### src/rtl/rtc_pkg.sv
// ---------------------------------------------------------------------------
// rtc_pkg
// Definitions shared by the RTC transaction scheduler and its arbiter:
//   - Control codes understood by the bus engine datapath blocks
//   - bit positions inside the pending-request vector
//   - scheduler FSM state encoding
//   - helper that maps a Control code onto its one-hot acknowledge position
// ---------------------------------------------------------------------------
package rtc_pkg;

  // Control[1:0] codes as decoded by the datapath
  localparam logic [1:0] CTRL_LECTURA   = 2'd0;
  localparam logic [1:0] CTRL_ESCRITURA = 2'd1;
  localparam logic [1:0] CTRL_CRONO     = 2'd2;
  localparam logic [1:0] CTRL_STATUS    = 2'd3;

  // Bit positions in pend[3:0] = {status, escritura, crono, lectura}.
  // The bit order follows priority, not the Control code value.
  localparam int P_LECTURA   = 0;
  localparam int P_CRONO     = 1;
  localparam int P_ESCRITURA = 2;
  localparam int P_STATUS    = 3;

  typedef enum logic [2:0] {
    REPOSO   = 3'd0,
    ARRANQUE = 3'd1,
    ESPERA   = 3'd2,
    CIERRE   = 3'd3,
    PAUSA    = 3'd4
  } estado_t;

  // Control code -> one-hot in pend/ack bit order
  function automatic logic [3:0] ctrl_a_onehot(input logic [1:0] code);
    logic [3:0] oh;
    oh = '0;
    case (code)
      CTRL_STATUS:    oh[P_STATUS]    = 1'b1;
      CTRL_ESCRITURA: oh[P_ESCRITURA] = 1'b1;
      CTRL_CRONO:     oh[P_CRONO]     = 1'b1;
      default:        oh[P_LECTURA]   = 1'b1;
    endcase
    return oh;
  endfunction

endpackage

### src/rtl/secuenciador_rtc_arbitro_prioridad.sv
// ---------------------------------------------------------------------------
// arbitro_prioridad
// Purely combinational fixed-priority encoder for the RTC scheduler.
// Priority: status > escritura > crono > lectura. No fairness by design.
// Ports:
//   i_pend   [3:0] pending requests {status, escritura, crono, lectura}
//   o_grant  [3:0] one-hot grant in the same bit order (0 when nothing pending)
//   o_code   [1:0] Control code of the granted source
//   o_valido       at least one request pending
// ---------------------------------------------------------------------------
module arbitro_prioridad
  import rtc_pkg::*;
(
  input  logic [3:0] i_pend,
  output logic [3:0] o_grant,
  output logic [1:0] o_code,
  output logic       o_valido
);

  always_comb begin
    o_grant  = '0;
    o_code   = CTRL_LECTURA;
    o_valido = |i_pend;
    if (i_pend[P_STATUS]) begin
      o_grant[P_STATUS] = 1'b1;
      o_code            = CTRL_STATUS;
    end else if (i_pend[P_ESCRITURA]) begin
      o_grant[P_ESCRITURA] = 1'b1;
      o_code               = CTRL_ESCRITURA;
    end else if (i_pend[P_CRONO]) begin
      o_grant[P_CRONO] = 1'b1;
      o_code           = CTRL_CRONO;
    end else if (i_pend[P_LECTURA]) begin
      o_grant[P_LECTURA] = 1'b1;
      o_code             = CTRL_LECTURA;
    end
  end

endmodule

### src/rtl/secuenciador_rtc.sv
// ---------------------------------------------------------------------------
// secuenciador_rtc
// Transaction scheduler for the RTC bus engine. Latches four request
// sources into a pending register, grants them by fixed priority, issues a
// Control code plus a one-cycle start strobe, waits for the engine's
// completion pulse (or aborts on timeout) and acknowledges the requester.
// A configurable idle gap separates consecutive transactions.
//
// Parameters:
//   TIMEOUT  cycles allowed in ESPERA without fin_trans before abort (>=1)
//   GAP      idle cycles forced after each transaction (0 allowed)
// Ports:
//   reloj, resetM          clock / asynchronous active-high reset
//   req_status             request status modification   (Control=3)
//   req_escritura          request time/date write       (Control=1)
//   req_crono              request chrono write          (Control=2)
//   tick_lectura           periodic time read            (Control=0)
//   fin_trans              completion pulse from bus engine
//   Control[1:0]           code of the active transaction, 0 when idle
//   inicio                 one-cycle start pulse
//   ocupado                transaction in progress (ARRANQUE..CIERRE)
//   ack_*                  one-cycle completion pulse per source
//   error_timeout          one-cycle pulse on abort
// All outputs are decoded from registers only.
// ---------------------------------------------------------------------------
module secuenciador_rtc
  import rtc_pkg::*;
#(
  parameter int TIMEOUT = 2048,
  parameter int GAP     = 4
) (
  input  logic       reloj,
  input  logic       resetM,
  input  logic       req_status,
  input  logic       req_escritura,
  input  logic       req_crono,
  input  logic       tick_lectura,
  input  logic       fin_trans,
  output logic [1:0] Control,
  output logic       inicio,
  output logic       ocupado,
  output logic       ack_status,
  output logic       ack_escritura,
  output logic       ack_crono,
  output logic       ack_lectura,
  output logic       error_timeout
);

  localparam int TMO_W = $clog2(TIMEOUT + 1);
  localparam int GAP_W = (GAP > 0) ? $clog2(GAP + 1) : 1;
  localparam logic [TMO_W-1:0] TMO_ULT = TMO_W'(TIMEOUT - 1);
  localparam logic [GAP_W-1:0] GAP_ULT = (GAP > 0) ? GAP_W'(GAP - 1) : '0;

  estado_t          r_estado, w_estado_sig;
  logic [3:0]       r_pend;
  logic [1:0]       r_ctrl;
  logic [TMO_W-1:0] r_tmo_cnt;
  logic [GAP_W-1:0] r_gap_cnt;
  logic             r_err;

  logic [3:0]       w_req;
  logic [3:0]       w_grant;
  logic [3:0]       w_clr;
  logic [3:0]       w_ack;
  logic [1:0]       w_code;
  logic             w_valido;
  logic             w_tmo_fin;
  logic             w_gap_fin;

  assign w_req = {req_status, req_escritura, req_crono, tick_lectura};

  // Last ESPERA cycle; fin_trans arriving on it still counts as completion.
  assign w_tmo_fin = (r_tmo_cnt == TMO_ULT);
  // With GAP=0 PAUSA is only reachable after a timeout and lasts one cycle.
  assign w_gap_fin = (GAP == 0) || (r_gap_cnt == GAP_ULT);

  arbitro_prioridad u_arbitro (
    .i_pend   (r_pend),
    .o_grant  (w_grant),
    .o_code   (w_code),
    .o_valido (w_valido)
  );

  // ---------------- FSM: state register ----------------
  always_ff @(posedge reloj or posedge resetM) begin
    if (resetM) r_estado <= REPOSO;
    else        r_estado <= w_estado_sig;
  end

  // ---------------- FSM: next state + outputs ----------------
  always_comb begin
    w_estado_sig = r_estado;
    w_clr        = '0;
    inicio       = 1'b0;
    ocupado      = 1'b0;
    Control      = CTRL_LECTURA;
    w_ack        = '0;
    case (r_estado)
      REPOSO: begin
        if (w_valido) begin
          w_estado_sig = ARRANQUE;
          w_clr        = w_grant;
        end
      end
      ARRANQUE: begin
        inicio       = 1'b1;
        ocupado      = 1'b1;
        Control      = r_ctrl;
        w_estado_sig = ESPERA;
      end
      ESPERA: begin
        ocupado = 1'b1;
        Control = r_ctrl;
        if (fin_trans)      w_estado_sig = CIERRE;
        else if (w_tmo_fin) w_estado_sig = PAUSA;
      end
      CIERRE: begin
        ocupado      = 1'b1;
        Control      = r_ctrl;
        w_ack        = ctrl_a_onehot(r_ctrl);
        w_estado_sig = (GAP > 0) ? PAUSA : REPOSO;
      end
      PAUSA: begin
        if (w_gap_fin) w_estado_sig = REPOSO;
      end
      default: w_estado_sig = REPOSO;
    endcase
  end

  assign {ack_status, ack_escritura, ack_crono, ack_lectura} = w_ack;
  assign error_timeout = r_err;

  // ---------------- Pending requests and granted code ----------------
  // A new request on the grant edge re-arms the bit (set wins over clear).
  always_ff @(posedge reloj or posedge resetM) begin
    if (resetM) begin
      r_pend <= '0;
      r_ctrl <= CTRL_LECTURA;
    end else begin
      r_pend <= (r_pend & ~w_clr) | w_req;
      if (r_estado == REPOSO && w_valido) r_ctrl <= w_code;
    end
  end

  // ---------------- Timeout / gap counters ----------------
  // Both are zeroed outside their own state, so neither can wrap.
  always_ff @(posedge reloj or posedge resetM) begin
    if (resetM) begin
      r_tmo_cnt <= '0;
      r_gap_cnt <= '0;
      r_err     <= 1'b0;
    end else begin
      if (r_estado == ESPERA) r_tmo_cnt <= r_tmo_cnt + TMO_W'(1);
      else                    r_tmo_cnt <= '0;
      if (r_estado == PAUSA)  r_gap_cnt <= r_gap_cnt + GAP_W'(1);
      else                    r_gap_cnt <= '0;
      r_err <= (r_estado == ESPERA) && w_tmo_fin && !fin_trans;
    end
  end

endmodule

### config.mk
export PLATFORM = sky130hd
export DESIGN_NAME = secuenciador_rtc
export DESIGN_NICKNAME = d
export VERILOG_FILES = /design/src/rtl/rtc_pkg.sv /design/src/rtl/secuenciador_rtc_arbitro_prioridad.sv /design/src/rtl/secuenciador_rtc.sv
export SDC_FILE = /design/constraint.sdc
export NUM_CORES = 1
export LEC_CHECK = 0
export BUFFER_PORTS_ARGS = -buffer_cell sky130_fd_sc_hd__buf_2
export CAP_MARGIN = 10
export CORE_AREA = 2 2 64 66
export DETAILED_ROUTE_END_ITERATION = 8
export DIE_AREA = 0 0 66 68
export GPL_ROUTABILITY_DRIVEN = 0
export PLACE_DENSITY_LB_ADDON = 0.1
export SYNTH_ARGS = -nofsm -noshare
export SYNTH_HDL_FRONTEND = slang
export SYNTH_HIERARCHICAL = 1
export SYNTH_SLANG_ARGS = --single-unit
export TNS_END_PERCENT = 50
### constraint.sdc
create_clock -name reloj -period 1.78 [get_ports reloj]
set_clock_uncertainty 0.05 [all_clocks]
set_input_delay 0.178 -clock reloj [delete_from_list [all_inputs] [get_ports reloj]]
set_output_delay 0.178 -clock reloj [all_outputs]
set_load 0.01 [all_outputs]
# Yosys cells after proc, flatten, opt, wreduce, memory -nomap -nowiden
# Index checks and enable logic that the tools add are counted.
# W data, S select, Z words.
# classes
n_addsub,2
n_eq_ne,12
n_mux,27
bitwise,3
n_reduce_logical,9
# op_table
operator,n
$mux W3,6
$pmux W3 S5,1
$add A12 B1 Y12 const B,1
$eq A12 B11 Y1 const B,1
$mux W12,1
$mux W4,3
$mux W1,11
$mux W2,5
$eq A3 B2 Y1 const B,3
$reduce_or A3 Y1,2
$and A4 B4 Y4,1
$eq A2 B2 Y1 const B,2
$ne A2 B2 Y1 const B,2
$not A4 Y4,1
$or A4 B4 Y4,1
$reduce_or A4 Y1,1
$add A3 B1 Y3 const B,1
$eq A3 B1 Y1 const B,1
$eq A3 B3 Y1 const B,1
$logic_and A1 B1 Y1,3
$logic_not A3 Y1,1
$ne A3 B3 Y1 const B,1
$reduce_and A3 Y1,1
$eq A2 B1 Y1 const B,1
$logic_not A1 Y1,1
# word_totals
register_bits,25
out_inout_bits,9

# Logic depth before layout (Yosys ltp)
# Gate-level depths: netlist (run 1).
# depth
word_depth,9
ltp_mapped,5
depth_no_buf,5

# Hierarchy
# Netlist (run 1), hierarchy kept.
# modules_own_cells
module,n_inst,cells_each,area_each_um2,seq_area_each_um2
secuenciador_rtc,1,115,1226.2,625.6
arbitro_prioridad,1,9,52.6,0.0

# Least setup slack after synthesis (run 1)
# No wires, ideal clock.
# synth_timing
kind,register to register
startpoint,reg r_tmo_cnt[0]
endpoint,reg r_estado[1]
t_arrival_ns,1.377
setup_slack_ns,0.230
stages_incl_launch_ff,5
path_cell_list,dfrtp_1 -> ha_1 -> nand3_2 -> or4_4 -> o2bb2ai_1
# synth_between
elab_chain_cells,3
# synth_rtl
element,line_no,source
from (decl),secuenciador_rtc.sv:57,logic [TMO_W-1:0] r_tmo_cnt;
from (signal assigned),secuenciador_rtc.sv:153,if (r_estado == ESPERA) r_tmo_cnt <= r_tmo_cnt + TMO_W'(1);
$eq A12 B11 Y1,secuenciador_rtc.sv:73,assign w_tmo_fin = (r_tmo_cnt == TMO_ULT);
$ne A3 B3 Y1 (no line),n/a,
$reduce_and A3 Y1 (no line),n/a,
to (signal assigned),secuenciador_rtc.sv:87,else r_estado <= w_estado_sig;
to (decl),secuenciador_rtc.sv:54,"estado_t r_estado, w_estado_sig;"
# No other way between the ends.
# A chain may end at the register's enable or synchronous reset.

# Worst setup path in the final report (run 1)
# layout_timing
startpoint,reg r_pend[3]
endpoint,reg r_ctrl[1]
# layout_between
elab_chain_cells,2
word_cells_on_any_way,3
classes_between,mux: 1; reduce/logical: 2
# layout_rtl
element,line_no,source
from (decl),secuenciador_rtc.sv:55,logic [3:0] r_pend;
from (signal assigned),secuenciador_rtc.sv:140,r_pend <= (r_pend & ~w_clr) | w_req;
$reduce_or A4 Y1,secuenciador_rtc_arbitro_prioridad.sv:23,o_valido = |i_pend;
named net w_valido,secuenciador_rtc.sv:66,logic w_valido;
$logic_and A1 B1 Y1,secuenciador_rtc.sv:141,if (r_estado == REPOSO && w_valido) r_ctrl <= w_code;
to (signal assigned),secuenciador_rtc.sv:141,
to (decl),secuenciador_rtc.sv:56,logic [1:0] r_ctrl;
# The timed path passes the listed nets, and every way through them passes these cells.

==> results.txt, run 1 <==
Static leakage: 0.634 nW
R2r setup slk: 0.14 ns
Mapped Area: 1280 µm²
Synth Net Count: 134
I/O pin count: 16
Area leader, netlist: dfrtp_1
Maxcap violations: 0
Pre-antenna DRT Iters: 4
CTS sink cnt: 25
Drt total wl: 2300 µm
P&R area growth vs syn: 13.9%
Crit-path max FO: 6
Total negative setup slack: 0 ns
Maximum VDD drop: 0.472 mV
Number of synthesized flops with an enable pin: 0
Nets: 153
Die Area: 4490 µm²
CTS tree: yes
Initial antenna violation count: 0
Clock-pin slew on the worst setup and hold paths: 0.08 ns
Global route overflow: 0
Final setup viols: 0
Final ANT Viol Nets: 0
Share of cells above drive strength 1: 0.232
Register bit count reported by yosys: 25
WL/cell: 12.0 µm
Pwr Density: 1100 nW/µm²
Syn Area/Cell: 10.3 µm²
Cell count after synthesis: 124
Routed via count: 922
Hold Fails Final Rpt: 0
Design area: 1460 µm²
Crit. End Element: register
Synthesis Warnings: 6
R2r endpoint: r_ctrl[1]$_DFFE_PP0P_
Core area: 3860 µm²
Via density: 4.80
Drt first-iter violations: 47
Required time of the worst setup path: 1.88 ns
Top_reg_cell synth: dfrtp_1
First-pass GRT wire length: 4290 µm
WHS Endpoint: r_pend[3]$_DFF_PP0_
Ant. Diodes: 0
IO Port Bufs: 15
Status: finished clean
F_max: 0.612 GHz
TritonCTS buffer count: 3
# DRC: 0
Critical path class: register to register
FP Rows: 23
Critical path data arrival time: 1.74 ns
Count of different cell masters after synthesis: 37
Worst R2R Path Depth: 4
Hold Startpoint: req_status
CTS Buffer Depth: 2
Vias in the first global route: 915
Async SR Flop Fraction: 1.00
Rel. slew slack: 0.740
RSZ-0062 raised after global routing: no
Class of the worst hold path: input pin to register
Final min period: 1.64 ns
Clock latency on the worst-skew pair: 0.26 ns
Die Ht: 68 µm
Synth top area share: 0.489
Root Buffer: clkbuf_8
Setup Buffers After CTS: 0
Largest net degree at the start of global routing: 26
Period utilization: 0.919
Seq/Total Area, Yosys: 0.489
Ranking of synthesized cells by area: dfrtp_1 (49%), nor2_1 (3.5%), nand2_1 (3.2%), a21o_1 (2.9%), ha_1 (2.9%)
Worst-Margin Slew: 0.389 ns
Initial Util: 0.332
Chip width: 66 µm
Dpl hpwl: 1700 µm
Tot GR Track Use: 0.125
Startpoint Class: register
Hold depth: 2
Max-slew violation count: 0
Reg-to-Reg Start: r_pend[3]$_DFF_PP0_
H-Tree Level Count: 1
Dpl cell area: 1400 µm²
==> sequential cells by signal (all words and copies together) (netlist names) <==
| name | count |
|---|---|
| r_tmo_cnt | 12 |
| error_timeout | 1 |
| r_ctrl | 2 |
| r_gap_cnt | 3 |
| r_pend | 4 |
| r_estado | 3 |
==> cell type report <==
cell class              instances  area (µm²)
repair buffers                 19         108
clock buffers                   4        45.0
multi-input cells              89         596
inverters                       5        18.8
flip-flops and latches         25         627
fillers                       420        2400
well taps                      50        62.6
==> critical path, stage by stage (launching register included) <==
cell	delay, ns
dfrtp_1	0.43
or2_4	0.26
or3_1	0.34
nor4b_4	0.17
mux2_2	0.29
==> cells in the mapped netlist (2+ instances only) <==
master and instances:
a21o_1 5, a21oi_1 7, and2_1 4, and3_1 2
buf_2 2, buf_4 2, dfrtp_1 25, ha_1 3
inv_1 5, mux2_2 2, mux2i_1 2, nand2_1 11
nand3_1 3, nand4_1 2, nor2_1 12, nor2b_1 3
nor3_1 2, nor3b_1 2, o21ai_0 4, o31ai_1 3
or3_1 4, or4_1 3, xnor2_1 2
==> repair_timing <==
action / in CTS / in global routing
endpoints found under the hold margin: 25 / 0
hold buffers: 1 / 0
resized for setup: 0 / 1
endpoints found under the setup margin: 0 / 1
==> layout by cell type (no fill, tap or decap), types with 2 or more instances in the layout <==
| cell type | instances |
|---|---|
| nor3b_1 | 2 |
| a21oi_1 | 7 |
| a21o_1 | 5 |
| o31ai_1 | 3 |
| nor2_1 | 12 |
| inv_1 | 5 |
| clkbuf_8 | 3 |
| dfrtp_1 | 24 |
| mux2_2 | 2 |
| nand3_1 | 3 |
| o21ai_0 | 4 |
| and3_1 | 2 |
| buf_4 | 3 |
| nor3_1 | 2 |
| buf_2 | 15 |
| nand2_1 | 11 |
| nor2b_1 | 3 |
| or3_1 | 4 |
| xnor2_1 | 2 |
| mux2i_1 | 2 |
| nand4_1 | 2 |
| or4_1 | 3 |
| and2_1 | 4 |
| ha_1 | 3 |
==> how the worst max path moves through the flow <==
stage	from	end	slack, ns	depth (start not counted)
finish	r_pend[3]$_DFF_PP0_	r_ctrl[1]$_DFFE_PP0P_	0.14	4
global placement	r_pend[3]$_DFF_PP0_	r_ctrl[0]$_DFFE_PP0P_	0.20	4
CTS	r_estado[1]$_DFFE_PP0P_	ack_lectura	0.07	4
global route	r_estado[2]$_DFFE_PP0P_	ack_lectura	0.01	4
floorplan	r_tmo_cnt[0]$_DFF_PP0_	r_estado[1]$_DFFE_PP0P_	0.23	4
detailed placement	r_pend[3]$_DFF_PP0_	r_ctrl[1]$_DFFE_PP0P_	0.17	4
==> cells by family after synthesis <==
family / count (synthesis) / synth area share
flops: 25 / 0.489
xor+xnor: 3 / 0.0206
mux: 4 / 0.0333
compound gates: 21 / 0.109
buf+inv: 10 / 0.0450
simple gates: 58 / 0.274
fa+ha+maj: 3 / 0.0294
==> stage by stage <==
step / hold slack, ns / utilization / power [W] / worst slack (ns) / cells
after floorplan: 0.155 / - / 0.00118 / 0.230 / 124
after global placement: 0.195 / 0.363 / 0.00128 / 0.198 / 187
after detailed placement: 0.200 / 0.363 / 0.00129 / 0.174 / 187
after CTS: 0.0284 / 0.377 / 0.00163 / 0.0725 / 192
after global routing: 0.0257 / 0.378 / 0.00175 / 0.0131 / 192
final: 0.0368 / 0.378 / 0.00160 / 0.145 / 192
==> power by group <==
group / internal [W] / switching (W)
Clock: 0.000160 / 0.000170
Sequential: 0.000646 / 0.000127
Combinational: 0.000245 / 0.000255
Total: 0.00105 / 0.000552
==> per-layer routing <==
metal	part of all wire	vias up	wire length, µm	track usage
met4	0.0083	0	19	0.0306
li1	-	471	-	-
met1	0.50	438	1150	0.165
met5	0	-	0	0
met2	0.46	11	1060	0.201
met3	0.032	2	73	0.0395
Note: power is estimated with default switching activity, not from simulation.
==> inputs of run 2 (changes only) <==
Settings changed: REMOVE_ABC_BUFFERS set to 1.
Clock period 1.78 ns to 1.4 ns, I/O delays scaled along.
==> run 2 against run 1 <==
Utilization is 9.0 points higher. Maximum frequency is 5.7% higher. Worst hold slack better by 0.0086 ns. Routed wire length is 16% higher. Via count is 16% higher. Highest routed layer unchanged. Non-clock buffer count is 31 higher. Die area stayed put. Final cell count is 16% higher. Critical path type unchanged. Sequential power is 17% higher. Count of clock-buffer cells in the layout is 1 lower. The flow now finishes with violations (setup timing). Power is 59% higher. First-iteration DRC count is 15% higher.
==> results.txt, run 2 (synthesis results as in run 1) <==
Status: complete, but fails checks
Failing checks: setup timing
Root Buffer: clkbuf_8
Period utilization: 1.11 (+0.187)
Class of the worst hold path: input pin to register
Dpl cell area: 1560 µm² (+11%)
Tot GR Track Use: 0.133 (+0.00844)
I/O pin count: 16 (unchanged)
Die Area: 4490 µm² (unchanged)
Maximum VDD drop: 0.578 mV (+22%)
Sequential fraction of design power: 0.354 (-0.128)
Clock latency on the worst-skew pair: 0.27 ns (about the same)
Rel. slew slack: 0.781 (+0.0416)
Largest net degree at the start of global routing: 26 (unchanged)
RSZ-0062 raised after global routing: yes
H-Tree Level Count: 1 (unchanged)
Top reg by flops: r_tmo_cnt
Worst-Margin Slew: 0.327 ns (-0.0621 ns)
Ant. Diodes: 0 (unchanged)
Hold Fails Final Rpt: 0 (unchanged)
Critical path data arrival time: 1.66 ns (-0.08 ns)
Commonest non-fill, non-tap cell in the layout: buf_4
Fill count: 395 (-6.0%)
Maxcap violations: 0 (unchanged)
Total negative setup slack: -1.44 ns (-1.44 ns)
Design area: 1800 µm² (+24%)
Register area: 629 µm² (+0.40%)
Global route overflow: 0 (unchanged)
Net load switching power: 0.000868 W (+57%)
Initial Util: 0.332 (unchanged)
Critical path class: register to register
CTS sink cnt: 25 (unchanged)
First-pass GRT wire length: 4570 µm (+6.6%)
CTS tree: yes
Nets: 184 (+20%)
Share of cells above drive strength 1: 0.462 (+0.230)
Dpl hpwl: 1840 µm (+8.1%)
Crit. End Element: register
Startpoint Class: register
TritonCTS buffer count: 3 (unchanged)
FP Rows: 23 (unchanged)
Place WS: -0.137 ns (-0.311 ns)
Static leakage: 0.809 nW (+27%)
Clock-pin slew on the worst setup and hold paths: 0.09 ns (about the same)
Worst setup margin: -0.147 ns (-0.292 ns)
Biggest regs: r_tmo_cnt: 12 flops, r_pend: 4 flops
Initial antenna violation count: 0 (unchanged)
P&R area growth vs syn: 41.1%
Max FFs per register: 12 (unchanged)
Internal power: 0.00168 W (+60%)
Switching share of power: 0.341 (-0.00309)
Final setup viols: 17 (+17)
Final min period: 1.55 ns (-0.0878 ns)
Max-slew violation count: 0 (unchanged)
Crit-path max FO: 4 (-2)
# DRC: 0 (unchanged)
Drt total wl: 2660 µm (+16%)
Hold slack: 0.0454 ns (+0.00860 ns)
Drt first-iter violations: 54 (+15%)
Clock power share: 0.171 (-0.035)
Chip width: 66 µm (unchanged)
Pre-antenna DRT Iters: 4 (unchanged)
Required time of the worst setup path: 1.51 ns (-0.37 ns)
WL/cell: 11.9 µm (-0.43%)
Gate power share: 0.474 (+0.162)
Vias in the first global route: 1,030 (+13%)
Total power: 0.00254 W (+59%)
IO Port Bufs: 15 (unchanged)
CTS Buffer Depth: 2 (unchanged)
Die Ht: 68 µm (unchanged)
Multi-input gate area: 673 µm² (+13%)
Pwr Density: 1410 nW/µm² (+28%)
Via density: 4.78 (-0.55%)
Routed via count: 1,065 (+16%)
F_max: 0.646 GHz (+5.7%)
Commonest non-fill, non-tap cells in the layout: buf_4 (26), dfrtp_1 (22), buf_2 (15), nor2_1 (9), nand2_1 (7)
Final ANT Viol Nets: 0 (unchanged)
Core area: 3860 µm² (unchanged)
[run 2: cell types whose count changed in the layout (fill, tap and decap cells not counted), moves of 3 or more]
cell           change
dlygate4sd3_1      +4
nand2_2            +4
a21oi_2            +3
a21oi_1            -3
buf_4             +23
nand2_1            -4
nor2_1             -3
buf_6              +3
[run 2: timing repair]
action / 4_1_cts / 5_1_grt
hold buffers: 5 / 0
setup buffers: 6 / 2
resized for setup: 13 / 15
gates cloned: 0 / 0
endpoints found under the setup margin: 25 / 26
hold endpoints to repair: 29 / 0
pin swaps: 11 / 12
[run 2: power groups by stage]
stage	registers [W]	clock network [W]	logic, W
after detailed placement	0.000944	0	0.000947
after global placement	0.000942	0	0.000934
after floorplan	0.000960	0	0.000459
final	0.000901	0.000436	0.00121
after global routing	0.000920	0.000493	0.00133
after CTS	0.000892	0.000467	0.00115
[run 2: worst max-delay path, cell delays in order, from the launching register on]
cell	delay (ns)
dfrtp_1	0.39
or2_4	0.25
or3_4	0.33
nor4b_4	0.15
mux2_2	0.26
[run 2: routing by layer]
layer,vias up,global-route usage,wire length (µm)
met2,9,0.222,1340
met3,4,0.0263,63
met5,-,0,0
met4,0,0.0536,35
li1,535,-,-
met1,517,0.171,1230
[run 2: final cells by class]
cell class	count	share of cell area
clock buffer	3	0.0229
clock inverter	1	0.00277
inverter	5	0.0104
multi-input combinational	89	0.373
sequential	25	0.349
tap	50	0.0347
timing repair buffer	50	0.207
[run 2: metrics by stage]
step / cells / util
2_1_floorplan: 119 / -
6_report: 223 / 0.468
3_3_place_gp: 206 / 0.403
5_1_grt: 223 / 0.468
4_1_cts: 221 / 0.450
3_5_place_dp: 206 / 0.403
[run 2: worst paths after layout]
check	to	cells past startpoint	from	slack, ns
worst min register to register	r_gap_cnt[0]$_DFF_PP0_	1	r_gap_cnt[0]$_DFF_PP0_	0.39
min in group asynchronous	r_tmo_cnt[1]$_DFF_PP0_	4	resetM	0.40
worst min-delay path	error_timeout$_DFF_PP0_	2	fin_trans	0.05
worst max-delay path	r_ctrl[0]$_DFFE_PP0P_	4	r_pend[2]$_DFF_PP0_	-0.15
max in group asynchronous	r_estado[2]$_DFFE_PP0P_	4	resetM	0.64
worst max register to register	r_ctrl[0]$_DFFE_PP0P_	4	r_pend[2]$_DFF_PP0_	-0.15
